--- config.mk ---
export PLATFORM = sky130hd
export DESIGN_NAME = aes_key_schedule_unit
export DESIGN_NICKNAME = d
export VERILOG_FILES = /design/src/rtl/aes_pkg.sv /design/src/rtl/aes_key_step.sv /design/src/rtl/aes_key_schedule_unit.sv
export SDC_FILE = /design/constraint.sdc
export NUM_CORES = 2
export LEC_CHECK = 0
export ABC_AREA = 1
export CAP_MARGIN = 20
export CORE_UTILIZATION = 25
export DETAILED_ROUTE_END_ITERATION = 8
export PLACE_DENSITY = 0.38
export SYNTH_ARGS = -nofsm -noshare
export SYNTH_HDL_FRONTEND = slang
export SYNTH_HIERARCHICAL = 1
export SYNTH_SLANG_ARGS = --single-unit
--- constraint.sdc ---
create_clock -name clk -period 16.8 [get_ports clk]
set_input_delay 1.68 -clock clk [delete_from_list [all_inputs] [get_ports clk]]
set_output_delay 1.68 -clock clk [all_outputs]
set_load 0.05 [all_outputs]
--- src/rtl/aes_pkg.sv ---
// Shared AES-128 key-schedule types, constants and byte-substitution helper.
package aes_pkg;

  localparam int NUM_ROUNDS = 10;

  typedef logic [31:0]     aes_word_t;
  typedef aes_word_t [3:0] aes_key_t;

  typedef enum logic [1:0] {
    ST_IDLE   = 2'd0,
    ST_EXPAND = 2'd1,
    ST_DONE   = 2'd2
  } state_e;

  localparam logic [7:0] AES_SBOX [256] = '{
    8'h63, 8'h7c, 8'h77, 8'h7b, 8'hf2, 8'h6b, 8'h6f, 8'hc5, 8'h30, 8'h01, 8'h67, 8'h2b, 8'hfe, 8'hd7, 8'hab, 8'h76,
    8'hca, 8'h82, 8'hc9, 8'h7d, 8'hfa, 8'h59, 8'h47, 8'hf0, 8'had, 8'hd4, 8'ha2, 8'haf, 8'h9c, 8'ha4, 8'h72, 8'hc0,
    8'hb7, 8'hfd, 8'h93, 8'h26, 8'h36, 8'h3f, 8'hf7, 8'hcc, 8'h34, 8'ha5, 8'he5, 8'hf1, 8'h71, 8'hd8, 8'h31, 8'h15,
    8'h04, 8'hc7, 8'h23, 8'hc3, 8'h18, 8'h96, 8'h05, 8'h9a, 8'h07, 8'h12, 8'h80, 8'he2, 8'heb, 8'h27, 8'hb2, 8'h75,
    8'h09, 8'h83, 8'h2c, 8'h1a, 8'h1b, 8'h6e, 8'h5a, 8'ha0, 8'h52, 8'h3b, 8'hd6, 8'hb3, 8'h29, 8'he3, 8'h2f, 8'h84,
    8'h53, 8'hd1, 8'h00, 8'hed, 8'h20, 8'hfc, 8'hb1, 8'h5b, 8'h6a, 8'hcb, 8'hbe, 8'h39, 8'h4a, 8'h4c, 8'h58, 8'hcf,
    8'hd0, 8'hef, 8'haa, 8'hfb, 8'h43, 8'h4d, 8'h33, 8'h85, 8'h45, 8'hf9, 8'h02, 8'h7f, 8'h50, 8'h3c, 8'h9f, 8'ha8,
    8'h51, 8'ha3, 8'h40, 8'h8f, 8'h92, 8'h9d, 8'h38, 8'hf5, 8'hbc, 8'hb6, 8'hda, 8'h21, 8'h10, 8'hff, 8'hf3, 8'hd2,
    8'hcd, 8'h0c, 8'h13, 8'hec, 8'h5f, 8'h97, 8'h44, 8'h17, 8'hc4, 8'ha7, 8'h7e, 8'h3d, 8'h64, 8'h5d, 8'h19, 8'h73,
    8'h60, 8'h81, 8'h4f, 8'hdc, 8'h22, 8'h2a, 8'h90, 8'h88, 8'h46, 8'hee, 8'hb8, 8'h14, 8'hde, 8'h5e, 8'h0b, 8'hdb,
    8'he0, 8'h32, 8'h3a, 8'h0a, 8'h49, 8'h06, 8'h24, 8'h5c, 8'hc2, 8'hd3, 8'hac, 8'h62, 8'h91, 8'h95, 8'he4, 8'h79,
    8'he7, 8'hc8, 8'h37, 8'h6d, 8'h8d, 8'hd5, 8'h4e, 8'ha9, 8'h6c, 8'h56, 8'hf4, 8'hea, 8'h65, 8'h7a, 8'hae, 8'h08,
    8'hba, 8'h78, 8'h25, 8'h2e, 8'h1c, 8'ha6, 8'hb4, 8'hc6, 8'he8, 8'hdd, 8'h74, 8'h1f, 8'h4b, 8'hbd, 8'h8b, 8'h8a,
    8'h70, 8'h3e, 8'hb5, 8'h66, 8'h48, 8'h03, 8'hf6, 8'h0e, 8'h61, 8'h35, 8'h57, 8'hb9, 8'h86, 8'hc1, 8'h1d, 8'h9e,
    8'he1, 8'hf8, 8'h98, 8'h11, 8'h69, 8'hd9, 8'h8e, 8'h94, 8'h9b, 8'h1e, 8'h87, 8'he9, 8'hce, 8'h55, 8'h28, 8'hdf,
    8'h8c, 8'ha1, 8'h89, 8'h0d, 8'hbf, 8'he6, 8'h42, 8'h68, 8'h41, 8'h99, 8'h2d, 8'h0f, 8'hb0, 8'h54, 8'hbb, 8'h16
  };

  localparam logic [7:0] RCON [1:10] = '{
    8'h01, 8'h02, 8'h04, 8'h08, 8'h10, 8'h20, 8'h40, 8'h80, 8'h1b, 8'h36
  };

  function automatic aes_word_t sub_word(input aes_word_t w);
    aes_word_t r;
    for (int b = 0; b < 4; b++) begin
      r[8*b +: 8] = AES_SBOX[w[8*b +: 8]];
    end
    return r;
  endfunction

endpackage

--- src/rtl/aes_key_step.sv ---
// One AES-128 key-expansion step: RotWord/SubWord/Rcon on w3, then the xor chain.
module aes_key_step
  import aes_pkg::*;
(
  input  aes_key_t   cur_key_i,
  input  logic [3:0] round_i,
  output aes_key_t   next_key_o
);

  logic [7:0] rcon;
  aes_word_t  t;

  // Round indices outside 1..10 never occur in operation; give them a zero Rcon.
  always_comb begin
    rcon = 8'h00;
    if (round_i >= 4'd1 && round_i <= 4'd10) begin
      rcon = RCON[round_i];
    end
  end

  assign t = sub_word({cur_key_i[3][23:0], cur_key_i[3][31:24]}) ^ {rcon, 24'h000000};

  assign next_key_o[0] = cur_key_i[0] ^ t;
  assign next_key_o[1] = cur_key_i[1] ^ next_key_o[0];
  assign next_key_o[2] = cur_key_i[2] ^ next_key_o[1];
  assign next_key_o[3] = cur_key_i[3] ^ next_key_o[2];

endmodule

--- src/rtl/aes_key_schedule_unit.sv ---
// Sequential AES-128 key schedule: one expansion step per clock, all 11 round keys
// held in a register buffer that the round datapath reads by index.
module aes_key_schedule_unit
  import aes_pkg::*;
#(
  parameter int regSize   = 32,
  parameter int vecSize   = 4,
  parameter int numRounds = NUM_ROUNDS
) (
  input  logic                            clk,
  input  logic                            rst,
  input  logic                            start,
  input  logic [vecSize-1:0][regSize-1:0] key_in,
  output logic                            busy,
  output logic                            done,
  output logic                            key_valid,
  input  logic [3:0]                      rd_addr,
  output logic [vecSize-1:0][regSize-1:0] rd_key,
  output state_e                          dbg_state_o
);

  state_e     state_q, state_d;
  aes_key_t   cur_key_q, cur_key_d;
  logic [3:0] round_cnt_q, round_cnt_d;
  logic       key_valid_q, key_valid_d;
  aes_key_t   rk_q [numRounds+1];

  logic       wr_en;
  logic [3:0] wr_idx;
  aes_key_t   wr_data;
  aes_key_t   step_key;

  aes_key_step u_step (
    .cur_key_i  (cur_key_q),
    .round_i    (round_cnt_q),
    .next_key_o (step_key)
  );

  always_comb begin
    state_d     = state_q;
    cur_key_d   = cur_key_q;
    round_cnt_d = round_cnt_q;
    key_valid_d = key_valid_q;
    wr_en       = 1'b0;
    wr_idx      = round_cnt_q;
    wr_data     = step_key;
    unique case (state_q)
      ST_IDLE: begin
        if (start) begin
          wr_en       = 1'b1;
          wr_idx      = 4'd0;
          wr_data     = key_in;
          cur_key_d   = key_in;
          round_cnt_d = 4'd1;
          key_valid_d = 1'b0;
          state_d     = ST_EXPAND;
        end
      end
      ST_EXPAND: begin
        wr_en       = 1'b1;
        cur_key_d   = step_key;
        round_cnt_d = round_cnt_q + 4'd1;
        // key_valid rises together with the done pulse.
        if (round_cnt_q == 4'(numRounds)) begin
          state_d     = ST_DONE;
          key_valid_d = 1'b1;
        end
      end
      ST_DONE: state_d = ST_IDLE;
      default: state_d = ST_IDLE;
    endcase
  end

  always_ff @(posedge clk) begin
    if (rst) begin
      state_q     <= ST_IDLE;
      cur_key_q   <= '0;
      round_cnt_q <= 4'd0;
      key_valid_q <= 1'b0;
      for (int i = 0; i <= numRounds; i++) begin
        rk_q[i] <= '0;
      end
    end else begin
      state_q     <= state_d;
      cur_key_q   <= cur_key_d;
      round_cnt_q <= round_cnt_d;
      key_valid_q <= key_valid_d;
      if (wr_en) begin
        rk_q[wr_idx] <= wr_data;
      end
    end
  end

  always_comb begin
    rd_key = '0;
    if (rd_addr <= 4'(numRounds)) begin
      rd_key = rk_q[rd_addr];
    end
  end

  assign busy        = (state_q == ST_EXPAND);
  assign done        = (state_q == ST_DONE);
  assign key_valid   = key_valid_q;
  assign dbg_state_o = state_q;

endmodule

# After elaboration in Yosys (flattened, before gate mapping)
# Memory sizes are Yosys's and may differ from the RTL's.
# Index checks and enable logic that the tools add are counted.
# word_totals
out_inout_bits	133
rom_bits	8320
input_bits	135
n_memories	6
regBits	135
ram_bits	1408
word_cells	80
# mem_list
name	words	width	rd	rd_ports_with_merged_regs	wr	line_no	source
(name not given)	256	8	1	0	0	aes_pkg.sv:41	r[8*b +: 8] = AES_SBOX[w[8*b +: 8]];
(name not given)	256	8	1	0	0	aes_pkg.sv:41	
(name not given)	256	8	1	0	0	aes_pkg.sv:41	
(name not given)	256	8	1	0	0	aes_pkg.sv:41	
rk_q	11	128	1	0	11	aes_key_schedule_unit.sv:26	aes_key_t rk_q [numRounds+1];
(name not given)	16	8	1	0	0	aes_key_step.sv:17	rcon = RCON[round_i];
# op_classes
reduce_logical	7
n_lt_le_gt_ge	8
n_eq_ne	5
muxes	36
n_addsub	1
n_bitwise	10
# op_table
cell	count
$mux 128	5
$pmux 128 s2	1
$xor 32x32->32	5
$reduce_or 128->1	1
$mux 8	11
$ge 9x9->1 const B	4
$not 8->9	4
$mux 4	4
$mux 1	9
$le 4x4->1 const B	2
$pmux 4 s2	1
$ge 5x5->1 const B	1
$not 4->5	1
$add 4x1->4 const B	1
$eq 4x4->1 const B	1
$ge 4x1->1 const B	1
$mux 2	2
$pmux 1 s2	2
$pmux 2 s2	1
$reduce_and 2->1	2
$reduce_and 3->1	1
$eq 2x1->1 const B	1
$eq 2x2->1 const B	1
$logic_not 2->1	1
other kinds (4)	4

# Depth between registers and ports, before layout
# depth
word_depth	13
mapped_depth	26
depth_no_buf	26

# Cells and area by module
# The synthesis kept the hierarchy.
# modules_own_cells
mod	cells_each	n_inst	seq_area_each_um2	area_each_um2
aes_key_schedule_unit	7289	1	43701.9	68205.4
aes_key_step	3131	1	0.0	14332.5

# Worst setup path after synthesis
# OpenSTA, ideal clock, no wires.
# synth_timing
path_type	input to register
from	input start
to	memory rk_q[0][0] in the netlist's numbering (enable)
required_time_ps	16008
cell_stages	7
setup_slack_ps	4690
t_arrival_ps	11319
path_cell_list	nand2_1 -> inv_1 -> nand2_1 -> nand2_1 -> nand3_2 -> clkbuf_1 -> o21ai_0
# synth_rtl
item	line_no	source
from (decl)	aes_key_schedule_unit.sv:12	input logic start,
to (decl)	aes_key_schedule_unit.sv:26	

==> metrics.txt <==
post_cts resized=0; hold crit path type=flip-flop to flip-flop; share of post-route cells with drive strength above 1=4.842%; CP Max Fanout=154; Total GRT Usage=24.21%; Die Footprint=332500 µm²; Initial Utilization=25.17%; # port buffers=267; nets=10350; most frequent cell after synthesis=nand2_1; fin. max-slew vios=0; vias in the first global route=72540; CP required=15.12 ns; FMAX=0.1199 GHz; maxcap violations=0; Final period util=49.64%; hold path cells=2; EDFF count, synth=1280; CTS Buf Count=189; Max clock buf depth=4; Yosys cell types=38; vias per inst=5.164; Fin. Hold Viols=0; DRT Pass-1 Iters=8; register area share after synthesis=52.95%; Root Driver=clkbuf_16; Worst R2R Path Depth=9; hpwl dp=254500 µm; DRT antenna net count=0; initial antenna violation count=9; asr flop ratio synth=0%; via count=75690; final WL=416200 µm; status=finished clean; Commonest cells post-synth=2423 x nand2_1, 2235 x nor2_1, 1517 x nand3_1; pwr dens=117.0 nW/µm²; hold slack final=0.4756 ns; Die Y=576.6 µm; Synth area leaders=edfxtp_1 47%, nand2_1 11%, nor2_1 10%, nand3_1 9.2%, dfxtp_1 6.4%; I/O pins=268; final setup violation count=0; DR WL/cell=28.39 µm; Max Clock Skew=0.07745 ns; Final TNS setup=0 ns; Final Critical Period=8.340 ns; Post-Synthesis Cell Area=82540 µm²; Remaining DRCs=0; H-tree depth=4; Most used DFF post-synth=edfxtp_1; measured slew at the worst slew-check pin=1.225 ns; CTS tree=yes; Synth area leader=edfxtp_1; setup bufs post-CTS=0; clock-pin transition on the worst setup and hold timing paths=0.06 ns; initial DRC count=7977; total grt overflow=0; Final GP Congestion=0.9541; LEAKAGE=0.03683 µW; largest net degree at the start of global routing=208; Chip Width=576.6 µm; syn nets=10620; core area=327900 µm²; clock latency on the worst-skew pair=0.88 ns; global-route wire length before repair=578300 µm; Max VDD drop=77.15 µV; Ys Warns=6; top-area cell type share of the netlist area=46.57%; # hold bufs at CTS=0; Critical Path Source Type=primary input; RSZ-0062 raised after global routing=no; Worst setup EP type=output port; Synth Area per Inst=7.921 µm²; slew margin rel.=18.36%; num rows=210; critical path type=primary input to output port; Yosys reg bits=1543; CTS sink cnt=1543; worst endpoint data arrival time=6.66 ns; area grow syn2layout=14.27%; cell count after synthesis=10420
critical path, stage by stage:
cell,delay [ns]
buf_8,0.43
buf_4,0.62
buf_4,0.56
buf_4,0.66
buf_12,0.54
o21ai_0,0.21
o211ai_1,0.22
nand3_1,0.12
nand2_1,0.23
clkdlybuf4s50_1,0.89
power breakdown:
part	leakage (µW)	total [µW]	internal [µW]	switching (µW)
clock	0.00291	4060	2360	1710
combinational	0.0185	2540	576	1970
sequential	0.0154	4420	4340	86.7
total	0.0368	11000	7270	3760
metrics by stage:
| step | total power (µW) | area [µm²] | util, % | worst slack [ns] | cells |
|---|---|---|---|---|---|
| after floorplan | 5963 | 82540 | - | 4.690 | 10420 |
| after global routing | 11420 | 94310 | 28.76 | 8.186 | 14650 |
| final | 11030 | 94320 | 28.76 | 8.460 | 14660 |
| after detailed placement | 7018 | 88290 | 26.93 | 8.492 | 14310 |
| after CTS | 11100 | 94250 | 28.74 | 8.482 | 14650 |
| after global placement | 7029 | 88270 | 26.92 | 8.509 | 14310 |
worst paths after layout:
check | from | endpoint | slack (ns)
worst max-delay path | rd_addr[1] | rd_key[87] | 8.46
worst min-delay path | cur_key_q[25] | cur_key_q[25] | 0.48
worst max register to register | dbg_state_o[0] | rk_q[1][59] | 10.48
worst min register to register | cur_key_q[25] | cur_key_q[25] | 0.48
cells in the final DEF (no fill, tap or decap), drive strengths merged, types with 2 or more instances in the layout:
| cell | Yosys | routed |
|---|---|---|
| o211ai | 138 | 138 |
| buf | 539 | 156 |
| diode | 0 | 6 |
| nor2 | 2240 | 2240 |
| nand3 | 1520 | 1520 |
| nand2 | 2439 | 2439 |
| o22ai | 129 | 129 |
| nor3 | 258 | 258 |
| clkinvlp | 0 | 5 |
| inv | 346 | 349 |
| xnor2 | 2 | 2 |
| ha | 62 | 62 |
| clkinv | 10 | 68 |
| edfxtp | 1280 | 1280 |
| xor2 | 6 | 6 |
| nand4 | 20 | 20 |
| clkdlybuf4s50 | 0 | 264 |
| o21ai | 694 | 694 |
| nand3b | 8 | 8 |
| dfxtp | 263 | 263 |
| clkbuf | 336 | 262 |
| a21oi | 123 | 123 |
| or2 | 2 | 2 |
| bufinv | 0 | 13 |
routing by layer:
| layer | part of all wire, % | GRT usage (%) |
|---|---|---|
| met5 | 0.0031 | 0 |
| met4 | 4.7 | 10.13 |
| met3 | 5.1 | 2.576 |
| met1 | 43 | 31.73 |
| met2 | 47 | 40.52 |
cell type report:
type	count	area, µm²
antenna	6	15.01
clock buffer	261	5202
clock inverter	79	752.0
fill	35340	233600
inverter	356	1373
multi-input combinational	7646	33760
sequential	1543	43710
tap	4346	5438
timing repair buffer	421	4065
cells by family after synthesis:
| family | Yosys count | synth area share [%] |
|---|---|---|
| compound gates | 1088 | 7.229 |
| xor+xnor | 8 | 0.08489 |
| fa+ha+maj | 62 | 0.9399 |
| buf+inv | 1231 | 6.380 |
| flops | 1543 | 52.95 |
| simple gates | 6488 | 32.42 |
sequential cells by signal, summed over array words and instances (netlist names):
name         count
key_valid        1
dbg_state_o      2
cur_key_q      128
round_cnt_q      4
rk_q          1408
Power figures use the tool's default switching activity.
